===== config.mk =====
export PLATFORM = sky130hd
export DESIGN_NAME = candidate_bank_arbiter
export DESIGN_NICKNAME = d
export VERILOG_FILES = /design/src/rtl/candidate_bank_arbiter_pkg.sv /design/src/rtl/candidate_bank_arbiter_rr_arbiter2.sv /design/src/rtl/candidate_bank_arbiter.sv
export SDC_FILE = /design/constraint.sdc
export NUM_CORES = 1
export LEC_CHECK = 0
export ABC_AREA = 1
export CORE_UTILIZATION = 39
export DETAILED_ROUTE_END_ITERATION = 6
export PLACE_DENSITY = 0.8
export SLEW_MARGIN = 40
export SYNTH_ARGS = -nofsm -noshare
export SYNTH_HDL_FRONTEND = slang
export SYNTH_SLANG_ARGS = --single-unit

===== constraint.sdc =====
create_clock -name clk -period 3.37 [get_ports clk]
set_input_delay 0.674 -clock clk [delete_from_list [all_inputs] [get_ports clk]]
set_output_delay 0.674 -clock clk [all_outputs]
set_load 0.1 [all_outputs]

===== src/rtl/candidate_bank_arbiter_pkg.sv =====
// Shared constants, state/grant encodings and the word-address to byte-index
// mapping for the candidate bank arbiter.
package candidate_bank_arbiter_pkg;

    localparam int WORD_WIDTH = 16;
    localparam int NUM_WORDS  = 16;
    localparam int ADDR_WIDTH = 4;

    typedef enum logic {
        ST_IDLE  = 1'b0,
        ST_CLEAR = 1'b1
    } state_t;

    typedef enum logic {
        GNT_WR = 1'b0,
        GNT_RD = 1'b1
    } grant_t;

    // Word n occupies bytes 2n (high) and 2n+1 (low).
    function automatic logic [WORD_WIDTH-1:0] addr_to_index(input logic [ADDR_WIDTH-1:0] addr);
        return {{(WORD_WIDTH-ADDR_WIDTH-1){1'b0}}, addr, 1'b0};
    endfunction

endpackage


===== src/rtl/candidate_bank_arbiter_rr_arbiter2.sv =====
// Two-requester round-robin arbiter; under contention the requester that was
// not granted last wins, so a loser waits at most one granted cycle.
module rr_arbiter2
    import candidate_bank_arbiter_pkg::*;
(
    input  logic clk,
    input  logic rst,
    input  logic en,
    input  logic req_wr,
    input  logic req_rd,
    output logic gnt_wr,
    output logic gnt_rd
);

    grant_t last_grant_q;

    always_comb begin
        gnt_wr = en && req_wr && (!req_rd || (last_grant_q == GNT_RD));
        gnt_rd = en && req_rd && (!req_wr || (last_grant_q == GNT_WR));
    end

    always_ff @(posedge clk or posedge rst) begin
        if (rst) begin
            last_grant_q <= GNT_RD;
        end else if (gnt_wr) begin
            last_grant_q <= GNT_WR;
        end else if (gnt_rd) begin
            last_grant_q <= GNT_RD;
        end
    end

endmodule


===== src/rtl/candidate_bank_arbiter.sv =====
// Shares one byte-organised candidate bank between a writer and a reader, and
// runs a full-bank clear sweep on request.
module candidate_bank_arbiter
    import candidate_bank_arbiter_pkg::*;
(
    input  logic                  clk,
    input  logic                  rst,
    input  logic                  wr_valid,
    input  logic [ADDR_WIDTH-1:0] wr_addr,
    input  logic [WORD_WIDTH-1:0] wr_data,
    output logic                  wr_ready,
    input  logic                  rd_valid,
    input  logic [ADDR_WIDTH-1:0] rd_addr,
    output logic                  rd_ready,
    output logic [WORD_WIDTH-1:0] rd_data,
    output logic                  rd_data_valid,
    input  logic                  clr_start,
    output logic                  clr_busy,
    output logic                  clr_done,
    output logic                  mem_wr_en,
    output logic [WORD_WIDTH-1:0] mem_index,
    output logic [WORD_WIDTH-1:0] mem_data_in,
    input  logic [WORD_WIDTH-1:0] mem_data_out
);

    state_t                  state_q, state_d;
    logic [ADDR_WIDTH-1:0]   clr_cnt_q, clr_cnt_d;
    logic [WORD_WIDTH-1:0]   idx_q;
    logic [WORD_WIDTH-1:0]   rd_data_p1;
    logic                    vld_p1;
    logic                    clr_done_p1;
    logic                    arb_en;
    logic                    gnt_wr;
    logic                    gnt_rd;
    logic                    clr_last;

    // Grants are suppressed while in reset, during the sweep and in the clr_start cycle.
    assign arb_en   = !rst && (state_q == ST_IDLE) && !clr_start;
    assign clr_last = (state_q == ST_CLEAR) && (clr_cnt_q == ADDR_WIDTH'(NUM_WORDS-1));

    rr_arbiter2 u_arb (
        .clk    (clk),
        .rst    (rst),
        .en     (arb_en),
        .req_wr (wr_valid),
        .req_rd (rd_valid),
        .gnt_wr (gnt_wr),
        .gnt_rd (gnt_rd)
    );

    always_comb begin
        state_d     = state_q;
        clr_cnt_d   = clr_cnt_q;
        mem_wr_en   = 1'b0;
        mem_index   = idx_q;
        mem_data_in = '0;
        case (state_q)
            ST_IDLE: begin
                if (clr_start) begin
                    state_d   = ST_CLEAR;
                    clr_cnt_d = '0;
                end else if (gnt_wr) begin
                    mem_wr_en   = 1'b1;
                    mem_index   = addr_to_index(wr_addr);
                    mem_data_in = wr_data;
                end else if (gnt_rd) begin
                    mem_index = addr_to_index(rd_addr);
                end
            end
            ST_CLEAR: begin
                mem_wr_en = 1'b1;
                mem_index = addr_to_index(clr_cnt_q);
                clr_cnt_d = clr_cnt_q + ADDR_WIDTH'(1);
                if (clr_last) begin
                    state_d = ST_IDLE;
                end
            end
            default: state_d = ST_IDLE;
        endcase
    end

    always_ff @(posedge clk or posedge rst) begin
        if (rst) begin
            state_q   <= ST_IDLE;
            clr_cnt_q <= '0;
            idx_q     <= '0;
        end else begin
            state_q   <= state_d;
            clr_cnt_q <= clr_cnt_d;
            idx_q     <= mem_index;
        end
    end

    // Stage p0 -> p1: capture bank read data and the end-of-sweep pulse.
    always_ff @(posedge clk or posedge rst) begin
        if (rst) begin
            rd_data_p1  <= '0;
            vld_p1      <= 1'b0;
            clr_done_p1 <= 1'b0;
        end else begin
            if (gnt_rd) begin
                rd_data_p1 <= mem_data_out;
            end
            vld_p1      <= gnt_rd;
            clr_done_p1 <= clr_last;
        end
    end

    assign wr_ready      = gnt_wr;
    assign rd_ready      = gnt_rd;
    assign rd_data       = rd_data_p1;
    assign rd_data_valid = vld_p1;
    assign clr_busy      = (state_q == ST_CLEAR);
    assign clr_done      = clr_done_p1;

endmodule


==> flow_summary.toml, run 1 <==
[global_route]
grt_max_degree = 29
grt_pass1_vias = 1846
grt_pass1_wl_microns = 8950
grt_overflow = 0
grt_usage_pct = 23.4
antenna_found_initial = 0

[sta]
hold_slack_ps = 498
finClkSkew_ps = 6.09
drv_slew = 0
post-route-min-period_ps = 3080
hold_violations = 0
max_freq_mhz = 325
relSlewSlack_pct = 66.8
tightest_slew_ps = 501
fin_ws_ps = 291
min_period_over_period_pct = 91.4
setup_viol = 0
rsz0062_at_grt = "false"

[logic_synthesis]
synth_top_area_share_pct = 52.3
synth.area.mux_share_pct = 0
synth-seq-area-share_pct = 53.7
post-synth-top-count-cell = "nand2_1"
synth-simple-area-share_pct = 26.7
synth_compound_area_share_pct = 8.58
ys_ff_latch = 40
synth_ff_type = "dfrtp_1"
ys_warn_count = 0
synth-xor-area-share_pct = 0
synthTopCellsByCount = "51 x nand2_1, 39 x dfrtp_1, 32 x inv_1, 22 x o21ai_0, 20 x nor2_1"
synth_area_sq_mm = 0.00187
syn-instance-count = 220
synth.top_cells.by_area = "dfrtp_1 52%, nand2_1 10%, inv_1 6.4%"
syn-num-nets = 266
synth_top_area_cell = "dfrtp_1"
synthAdderAreaFrac_pct = 0.671
synth_top_family_by_area = "simple AND/OR/NAND/NOR gates"
synth-edff-count = 0
syn_area_per_cell_sq_um = 8.48
ys_types = 24
async_flop_share_pct = 100

[critical_path]
crit_slowest_cell = "clkdlybuf4s50_1"
crit_type = "in2out"
crit_fanout = 25
start_kind = "primary input"
cp.required_ps = 2700
crit_path_frequent_cell = "buf_12"
critPathCaptureType = "output pin"
crit_arrival_ps = 2410
crit_chain = "clkdlybuf4s50_1 -> clkinvlp_4 -> nand2_4 -> nor2_4 -> buf_12 -> nor3b_2 -> buf_12"
worst-path-buf-inv = 4
max_stage_delay_ps = 550
cp_top_family = "buffers and inverters"

[min_path]
hp-class = "reg2reg"

[clock_tree]
cts_htree_levels = 2
cts_root_buf = "clkbuf_8"
cts_tree = "built"
cts_setup_buffers = 0
clock_sinks = 40
cts_resized = 0
cts-hold-fix-buffers = 0
clk_pin_slew_worst_paths_ps = 80
cts_buffer_depth = 2
worst_skew_pair.late_latency_ps = 300
cts_made_buffers = 5

[route]
antenna_left = 0
drt_wl_total_microns = 5360
drt-pass1-iter-count = 6
drc = 8
drtIter0Drc = 64
wl_per_cell_microns = 14.2
vias = 1865
viasPerCell = 4.96

[floorplanning]
placementRows = 24
coreArea_sq_mm = 0.00447
die_y_microns = 71.2
fp.dieArea_sq_mm = 0.00506
initial_core_util_pct = 41.7
die_w_microns = 71.2
num_io_pins = 99

[placement]
port_buffers = 98
dp_slack_ps = 299
gp_congestion = 0.910
dpl.cell_count = 368
dpl.hpwl_microns = 4350

[power_and_ir_drop]
p_per_area_mw_per_mm2 = 815
irDropWorstVdd_mv = 0.628
leakage_uw = 0.00165

[finish]
layout-area-overhead-vs-synth_pct = 86.4
utilization_pct = 77.7
diodes = 0
fin_cells = 376
fillers = 296
drive_above_1_share_pct = 33.3
layout.nets = 369

[run]
maxCapViolations = 0

[run_status]
status = "finished, violations left"
violations = "design-rule violations"
report_power, final:
group,internal [uW],switching [uW],leakage (uW)
logic,413,1310,0.00107
clock network,223,180,0.0000583
registers,622,90.1,0.000519
total,1260,1580,0.00165
metal layers:
metal / wire length, microns / track usage (%) / vias up
li1: - / - / 891
met4: 136 / 8.89 / 0
met3: 357 / 6.27 / 17
met1: 2110 / 27.9 / 876
met2: 2750 / 40.3 / 81
met5: 0 / 0 / -
cells by family after synthesis:
family | after synthesis
AND/OR/NAND/NOR | 104
AO/OA/AOI/OAI | 32
adder cells (fa/ha/maj) | 1
buffers and inverters | 43
flip-flops | 40
flip-flops by register name (all words and copies together) (netlist names):
name                flops
idx_q                  16
rd_data                16
clr_cnt_q               4
clr_busy                1
clr_done                1
rd_data_valid           1
u_arb.last_grant_q      1
metrics by stage:
stage / TNS, ps / power (uW) / instance area, sq um
finish: 0 / 2830 / 3480
global route: 0 / 2950 / 3480
CTS: 0 / 2840 / 3480
detailed placement: 0 / 2440 / 3360
global placement: 0 / 2460 / 3420
floorplan: -2050 / 1980 / 2040
layout make-up:
| type | count | area, sq um | share of cell area [%] |
|---|---|---|---|
| timing repair buffer | 106 | 1330 | 38.2 |
| clock inverter | 3 | 47.5 | 1.37 |
| multi-input combinational | 137 | 837 | 24.1 |
| inverter | 33 | 128 | 3.67 |
| tap | 52 | 65.1 | 1.87 |
| clock buffer | 5 | 68.8 | 1.98 |
| sequential | 40 | 1000 | 28.8 |
placed cells by master (no fill, tap or decap), types with 9 or more instances in the layout:
cell	instances
inv_1	31
o21ai_0	22
clkdlybuf4s50_1	44
buf_12	36
nor2_2	16
buf_2	11
nor3b_4	9
nand2_1	51
dfrtp_1	39
buf_4	15
nand3_1	12
worst reg2reg max path, delay by kind of cell (launching register included):
family,cells,cell delay (ps)
buf+inv,2,350
flops,1,550
simple gates,6,630
path summary, 6_finish.rpt:
check,cells past startpoint,slack [ps],startpoint,to
setup / recovery,7,290,rst,mem_index[5]
hold / removal,2,500,rd_data[8]$_DFFE_PP0P_,rd_data[8]$_DFFE_PP0P_
setup reg to reg,8,1700,u_arb.last_grant_q$_DFFE_PP1P_,idx_q[1]$_DFF_PP0_
hold reg to reg,2,500,rd_data[8]$_DFFE_PP0P_,rd_data[8]$_DFFE_PP0P_
max in group asynchronous,3,2120,rst,u_arb.last_grant_q$_DFFE_PP1P_
min in group asynchronous,3,870,rst,idx_q[0]$_DFF_PP0_
Power figures use the tool's default switching activity.
==> inputs of run 2 (changes only) <==
clock period = 3.3 ns   (was 3.37 ns; I/O delays follow)
==> flow_summary.toml, run 2 (synthesis results as in run 1) <==
[clock_tree]
cts_setup_buffers = 0
cts-hold-fix-buffers = 0
cts_buffer_depth = 2
cts_tree = "built"
cts_resized = 0
worst_skew_pair.late_latency_ps = 300
clk_pin_slew_worst_paths_ps = 80
clock_sinks = 40
cts_root_buf = "clkbuf_8"
cts_htree_levels = 2
cts_made_buffers = 5

[route]
wl_per_cell_microns = 14.2
viasPerCell = 4.89
drt-pass1-iter-count = 6
antenna_left = 0
drc = 10
vias = 1845
drtIter0Drc = 81
drt_wl_total_microns = 5360

[critical_path]
critPathCaptureType = "output pin"
crit_fanout = 13
crit_slowest_cell = "clkdlybuf4s50_1"
start_kind = "primary input"
crit_arrival_ps = 2430
crit_chain = "clkdlybuf4s50_1 -> clkinvlp_4 -> nand4_2 -> nand2_4 -> nor3b_4 -> buf_12"
cp.required_ps = 2640
crit_type = "in2out"
max_stage_delay_ps = 530

[finish]
final_cell_mix = "51 x nand2_1, 44 x clkdlybuf4s50_1, 39 x dfrtp_1"
fin_cells = 377
final_common_cell = "nand2_1"
layout.nets = 370
drive_above_1_share_pct = 33.2
final_cell_area_sq_mm = 0.00348
diodes = 0
layout-area-overhead-vs-synth_pct = 86.4

[sta]
finClkSkew_ps = 5.69
setup_viol = 0
post-route-min-period_ps = 3090
relSlewSlack_pct = 76.3
max_freq_mhz = 324
rsz0062_at_grt = "false"
tns_ps = 0
hold_violations = 0
drv_slew = 0
fin_ws_ps = 211
min_period_over_period_pct = 93.6
tightest_slew_ps = 355

[floorplanning]
die_w_microns = 71.2
num_io_pins = 99
die_y_microns = 71.2
placementRows = 24
initial_core_util_pct = 41.7
coreArea_sq_mm = 0.00447
fp.dieArea_sq_mm = 0.00506

[global_route]
grt_pass1_wl_microns = 9070
grt_overflow = 0
grt_pass1_vias = 1810
grt_max_degree = 21
antenna_found_initial = 0
grt_usage_pct = 23.5

[placement]
dpl.cell_count = 369
dp_slack_ps = 188
port_buffers = 98
placed_area_sq_mm = 0.00338
dpl.hpwl_microns = 4140
gp_congestion = 0.885

[run_status]
status = "finished, violations left"
violations = "design-rule violations"

[run]
maxCapViolations = 0

[power_and_ir_drop]
p_per_area_mw_per_mm2 = 822
irDropWorstVdd_mv = 0.775
total_power_uw = 2860
leakage_uw = 0.00164

[min_path]
hp-class = "reg2reg"
-- run 2: area by class of cell --
class | instances | area (sq um)
repair buffers | 107 | 1350
flip-flops and latches | 40 | 1000
fillers | 288 | 997
multi-input cells | 137 | 837
inverters | 33 | 128
clock buffers | 7 | 86.3
well taps | 52 | 65.1
clock inverters | 1 | 7.51
-- run 2: where the power goes --
part	leakage [uW]	switching [uW]	internal, uW
Sequential	0.000519	93.9	636
Combinational	0.00107	1340	450
Clock	0.0000445	169	170
Total	0.00164	1600	1260
-- run 2: per-layer routing --
layer / track usage (%) / vias to the layer above / share of wire, %
li1: - / 893 / -
met1: 29.1 / 873 / 40
met3: 7.41 / 9 / 7.2
met2: 39.7 / 70 / 51
met4: 6.44 / 0 / 1.2
met5: 0 / - / 0
-- run 2: path summary, 6_finish.rpt --
| kind | from | to | slack, ps | depth (start not counted) |
|---|---|---|---|---|
| min in group asynchronous | rst | rd_data[11]$_DFFE_PP0P_ | 670 | 2 |
| max | rst | mem_index[9] | 210 | 6 |
| min | clr_cnt_q[3]$_DFFE_PP0P_ | clr_cnt_q[3]$_DFFE_PP0P_ | 490 | 1 |
| max in group asynchronous | rst | rd_data[10]$_DFFE_PP0P_ | 2120 | 3 |
| max reg2reg | u_arb.last_grant_q$_DFFE_PP1P_ | idx_q[2]$_DFF_PP0_ | 1760 | 8 |
| min reg2reg | clr_cnt_q[3]$_DFFE_PP0P_ | clr_cnt_q[3]$_DFFE_PP0P_ | 490 | 1 |
-- run 2: through the flow --
| stage | utilization, % | hold WS [ps] |
|---|---|---|
| global route | 77.7 | 532 |
| finish | 77.7 | 490 |
| detailed placement | 75.6 | 487 |
| global placement | 75.6 | 482 |
| floorplan | - | 458 |
| CTS | 77.7 | 496 |
-- run 2: worst max-delay path, delay by kind of cell --
kind,cells,cell delay [ps]
simple gates,3,760
buf+inv,3,990
==> inputs of run 3 (changes only) <==
ABC_AREA = default   (was 1)
CORE_UTILIZATION = 37   (was 39)
PLACE_DENSITY = 0.79   (was 0.8)
==> flow_summary.toml, run 3 <==
[floorplanning]
num_io_pins = 99
initial_core_util_pct = 38.8
coreArea_sq_mm = 0.00438
fp.dieArea_sq_mm = 0.00488
die_w_microns = 69.8
placementRows = 24
die_y_microns = 69.8

[critical_path]
crit_type = "in2out"
start_kind = "primary input"
cp.required_ps = 2640
critPathCaptureType = "output pin"
crit_arrival_ps = 2500
crit_fanout = 20

[global_route]
grt_max_degree = 33
grt_pass1_vias = 1482
antenna_found_initial = 0
grt_usage_pct = 18.0
grt_pass1_wl_microns = 6960
grt_overflow = 0

[clock_tree]
cts_setup_buffers = 0
cts_buffer_depth = 2
cts_root_buf = "clkbuf_8"
cts-hold-fix-buffers = 0
worst_skew_pair.late_latency_ps = 290
clock_sinks = 40
cts_tree = "built"
clk_pin_slew_worst_paths_ps = 80
cts_made_buffers = 5
cts_htree_levels = 2

[power_and_ir_drop]
internal-power_uw = 1220
p_per_area_mw_per_mm2 = 798
pwr-share-clk_pct = 12.7
leakage_uw = 0.00152
swShare_pct = 52.3
comb_power_share_pct = 59.3
irDropWorstVdd_mv = 0.927
switching_power_uw = 1340
seqPwrFrac_pct = 28.0

[sta]
fin_ws_ps = 136
rsz0062_at_grt = "false"
tightest_slew_ps = 517
finClkSkew_ps = 5.16
relSlewSlack_pct = 65.4
max_freq_mhz = 316
drv_slew = 0
hold_slack_ps = 475
setup_viol = 0
min_period_over_period_pct = 95.9
post-route-min-period_ps = 3160
hold_violations = 0

[finish]
layout-area-overhead-vs-synth_pct = 88.5
drive_above_1_share_pct = 33.0
multi_input_area_sq_um = 697
fillers = 324
layout.nets = 324
final_common_cell = "nand2_1"
regArea_sq_mm = 0.00100
fin_cells = 331
diodes = 0
final_cell_mix = "52 x nand2_1, 44 x clkdlybuf4s50_1, 39 x dfrtp_1"

[route]
wl_per_cell_microns = 12.9
drt_wl_total_microns = 4260
antenna_left = 0
drtIter0Drc = 51
drc = 0
vias = 1506
drt-pass1-iter-count = 4
viasPerCell = 4.55

[placement]
dp_slack_ps = 6.63
dpl.cell_count = 323
gp_congestion = 0.855
dpl.hpwl_microns = 3310
port_buffers = 98

[logic_synthesis]
synth_top_area_share_pct = 57.3
synth_top_area_cell = "dfrtp_1"
async_flop_share_pct = 100
synth_ff_type = "dfrtp_1"
syn-instance-count = 172
syn-num-nets = 218
post-synth-top-count-cell = "nand2_1"
ys_ff_latch = 40
syn_area_per_cell_sq_um = 9.90
synthTopCellsByCount = "52 x nand2_1, 39 x dfrtp_1, 28 x and2_1, 8 x o21ai_0, 5 x buf_2"
ys_warn_count = 0
synth.top_cells.by_area = "dfrtp_1 57%, nand2_1 11%, and2_1 10%"
synth_area_sq_mm = 0.00170
ys_types = 26
synth-edff-count = 0
synth-seq-area-share_pct = 58.9

[run_status]
status = "completed"

[min_path]
hp-class = "reg2reg"

[run]
maxCapViolations = 0
run 3: cell types whose count changed after synthesis, moves of 4 or more:
cell      change
a221oi_1      +4
inv_1        -31
and2_1       +28
a22oi_1       +4
o21ai_0      -14
nand3_1      -11
a21oi_1       -5
nor2_1       -17
nor3b_1      -12
and3_1        +4
run 3: final cells by class:
type	instances	share of cell area (%)
timing repair buffer	106	41.8
sequential	40	31.2
multi-input combinational	122	21.7
clock buffer	6	2.57
tap	52	2.03
inverter	3	0.351
clock inverter	2	0.312
run 3: timing repair:
| action | in CTS | in global routing |
|---|---|---|
| gates resized for setup | 0 | 2 |
| setup endpoints to repair | 0 | 2 |
| hold endpoints to repair | 0 | 0 |
run 3: power by group through the flow:
| stage | registers [uW] | clock network [uW] | logic, uW |
|---|---|---|---|
| CTS | 717 | 334 | 1520 |
| finish | 718 | 324 | 1520 |
| floorplan | 1260 | 0 | 545 |
| global route | 735 | 352 | 1580 |
| global placement | 721 | 0 | 1500 |
| detailed placement | 727 | 0 | 1520 |
run 3: per-stage QoR:
stage	setup TNS (ps)	utilization, %	area (sq um)	power, uW
3_3_place_gp	0	70.8	3100	2220
5_1_grt	0	73.2	3210	2670
6_report	0	73.2	3210	2560
4_1_cts	0	72.8	3190	2570
3_5_place_dp	0	70.7	3100	2240
2_1_floorplan	-285	-	1730	1800
run 3: final timing paths:
path,start,to,slack [ps],depth (start not counted)
max reg2reg,clr_busy$_DFF_PP0_,idx_q[4]$_DFF_PP0_,1600,5
min,rd_data[1]$_DFFE_PP0P_,rd_data[1]$_DFFE_PP0P_,470,2
max,clr_start,mem_index[4],140,7
min reg2reg,rd_data[1]$_DFFE_PP0P_,rd_data[1]$_DFFE_PP0P_,470,2
max in group asynchronous,rst,u_arb.last_grant_q$_DFFE_PP1P_,1840,3
min in group asynchronous,rst,clr_done$_DFF_PP0_,720,2
run 3: critical path, cell delays in order:
cell,delay (ps)
clkdlybuf4s50_1,490
nor3_4,280
nand3_2,130
buf_4,220
a221oi_1,370
o21ai_2,150
buf_12,190
run 3: cell families (layout without fill, tap and decap cells):
| kind of cell | count (synthesis) | after routing | share of synthesized area, % |
|---|---|---|---|
| compound gates | 21 | 21 | 7.79 |
| fa+ha+maj | 1 | 1 | 0.735 |
| buf+inv | 10 | 117 | 2.57 |
| flops | 40 | 40 | 58.9 |
| simple gates | 98 | 98 | 28.8 |
| mux | 2 | 2 | 1.25 |
run 3: metal layers:
metal	track usage, %	vias to the layer above	share of wire [%]	wire, microns
met4	5.33	0	0.75	32
met5	0	-	0	0
met2	29.1	49	50	2140
li1	-	774	-	-
met1	23.9	676	44	1870
met3	4.51	7	5.2	223
==> variant: new RTL, flow settings as in run 2 <==
Change the package constant `ADDR_WIDTH` from 4 to 3.
--- a/src/rtl/candidate_bank_arbiter_pkg.sv
+++ b/src/rtl/candidate_bank_arbiter_pkg.sv
@@ -5,5 +5,5 @@
     localparam int WORD_WIDTH = 16;
     localparam int NUM_WORDS  = 16;
-    localparam int ADDR_WIDTH = 4;
+    localparam int ADDR_WIDTH = 3;
 
     typedef enum logic {
Ports: changed (resized rd_addr and wr_addr); port bits go from 99 to 97. The function was not compared with the original's and may differ.
==> variant against run 2 <==
- setup slack improved by 0.11 ns
- clock power decreased by 11%
- sequential share of layout area up 0.59 points
- cell area fell by 4.5%
- largest power group unchanged
- wire length fell by 12%
- critical endpoint is now mem_index[5]
- register-to-register slack got worse by 0.02 ns
- highest routed layer unchanged
- sequential cell count down 1
- area after synthesis is 2.7% lower
- die area fell by 2.6%
- synthesized cell count decreased by 8.6%
- hold slack improved by 0.022 ns
- total power increased by 1.6%
==> variant: results (changes against run 2) <==
.. list-table::
   :header-rows: 1

   * - Metric
     - Value
   * - Run status
     - completed
   * - Via/cell ratio
     - 4.73 (-3.4%)
   * - Worst-case reg-to-reg path depth
     - 7 (-1)
   * - Fraction of final layout cells with drive strength greater than 1
     - 34.8% (+1.5 points)
   * - Arrival time of the worst setup path
     - 2.32 ns (-0.11 ns)
   * - Number of clock buffers in the layout
     - 6 (-1)
   * - Fraction of area in non-clock buffers
     - 40.0% (+1.1 points)
   * - Commonest cells post-synth
     - sky130_fd_sc_hd__nand2_1, sky130_fd_sc_hd__dfrtp_1, sky130_fd_sc_hd__inv_1
   * - Standard cell area after detailed placement
     - 3240 um2 (-4.3%)
   * - Reported leakage power
     - 1.58 nW (-3.8%)
   * - Combinational gate power
     - 1.88 mW (+5%)
   * - Reg-to-reg endpoint
     - idx_q[1]
   * - Final layout net count
     - 346 (-6.5%)
   * - Yosys reg bits
     - 39 (-2.5%)
   * - Later-pin clock latency in the skew report
     - 0.28 ns (-0.02 ns)
   * - DRC violation total after the first TritonRoute iteration
     - 100 (+23%)
   * - Count of input and output buffers
     - 96 (-2.0%)
   * - Switching power as a share of total power
     - 57.7% (+1.6 points)
   * - Post-detail-place hpwl
     - 3780 um (-8.8%)
   * - Maximum clock frequency
     - 336 MHz (+3.6%)
   * - Crit-path max FO
     - 14 (+1)
   * - Synthesized net count
     - 246 (-7.5%)
   * - Fraction of area in registers
     - 29.4% (+0.59 points)
   * - Wire per inst
     - 13.3 um (-6.6%)
   * - Area contributors post-synth
     - sky130_fd_sc_hd__dfrtp_1, sky130_fd_sc_hd__nand2_1, sky130_fd_sc_hd__o21ai_0
   * - Mean cell area of the mapped netlist
     - 9.03 um2 (+6.5%)
   * - Filler instances
     - 284 (-1.4%)
   * - Dpl ws
     - 0.320 ns (+0.131 ns)
   * - GP Congestion
     - 0.793 (-10%)
   * - Hold path depth
     - 2 (+1)
   * - First-pass iteration count of the detailed router
     - 4 (-2)
   * - Seq pwr share
     - 24.9% (-0.6 points)
   * - Area delta synth->final
     - 83.0%
   * - Vias in the first global route
     - 1717 (-5.1%)
   * - Post-route worst hold slack
     - 0.513 ns (+0.0223 ns)
   * - Crit path capture
     - mem_index[5]
   * - Clock Network Area Fraction
     - 2.56% (-0.14 points)
   * - Setup slack, reg-to-reg
     - 1.74 ns (-0.02 ns)
   * - Max rail drop VDD
     - 0.000864 V (+11%)
   * - Crit path from
     - clr_start
   * - Register Area
     - 977 um2 (-2.5%)
   * - Reg-to-reg startpoint
     - clr_busy
   * - Wire length of the first global-routing pass
     - 8160 um (-10%)
   * - Final non-filler cell total
     - 354 (-6.1%)
   * - Post-route core utilization
     - 75.3% (-2.5 points)
   * - Count of unique library cells instantiated by Yosys
     - 22 (-8.3%)
[variant: critical path: stages]
cell and delay [ns]:
sky130_fd_sc_hd__clkdlybuf4s50_1 0.55, sky130_fd_sc_hd__inv_1 0.09, sky130_fd_sc_hd__nand2_4 0.12, sky130_fd_sc_hd__nor2_4 0.06, sky130_fd_sc_hd__nand3_4 0.09, sky130_fd_sc_hd__nand2_4 0.18, sky130_fd_sc_hd__nor3b_2 0.34, sky130_fd_sc_hd__buf_12 0.22
[variant: cells by family (layout without fill, tap and decap cells)]
logic type,Yosys count,in the layout,synth area share (%)
flip-flops,39,39,53.8
AO/OA/AOI/OAI,29,29,8.82
adder cells (fa/ha/maj),2,2,1.38
AND/OR/NAND/NOR,90,90,26.5
buffers and inverters,41,142,9.51
[variant: per-layer routing]
layer | GRT usage (%) | routed length (um) | vias up
met5 | 0 | 0 | -
met4 | 4.44 | 55 | 0
met3 | 5.34 | 188 | 8
met2 | 35.7 | 2510 | 45
met1 | 26.1 | 1940 | 793
li1 | - | - | 828
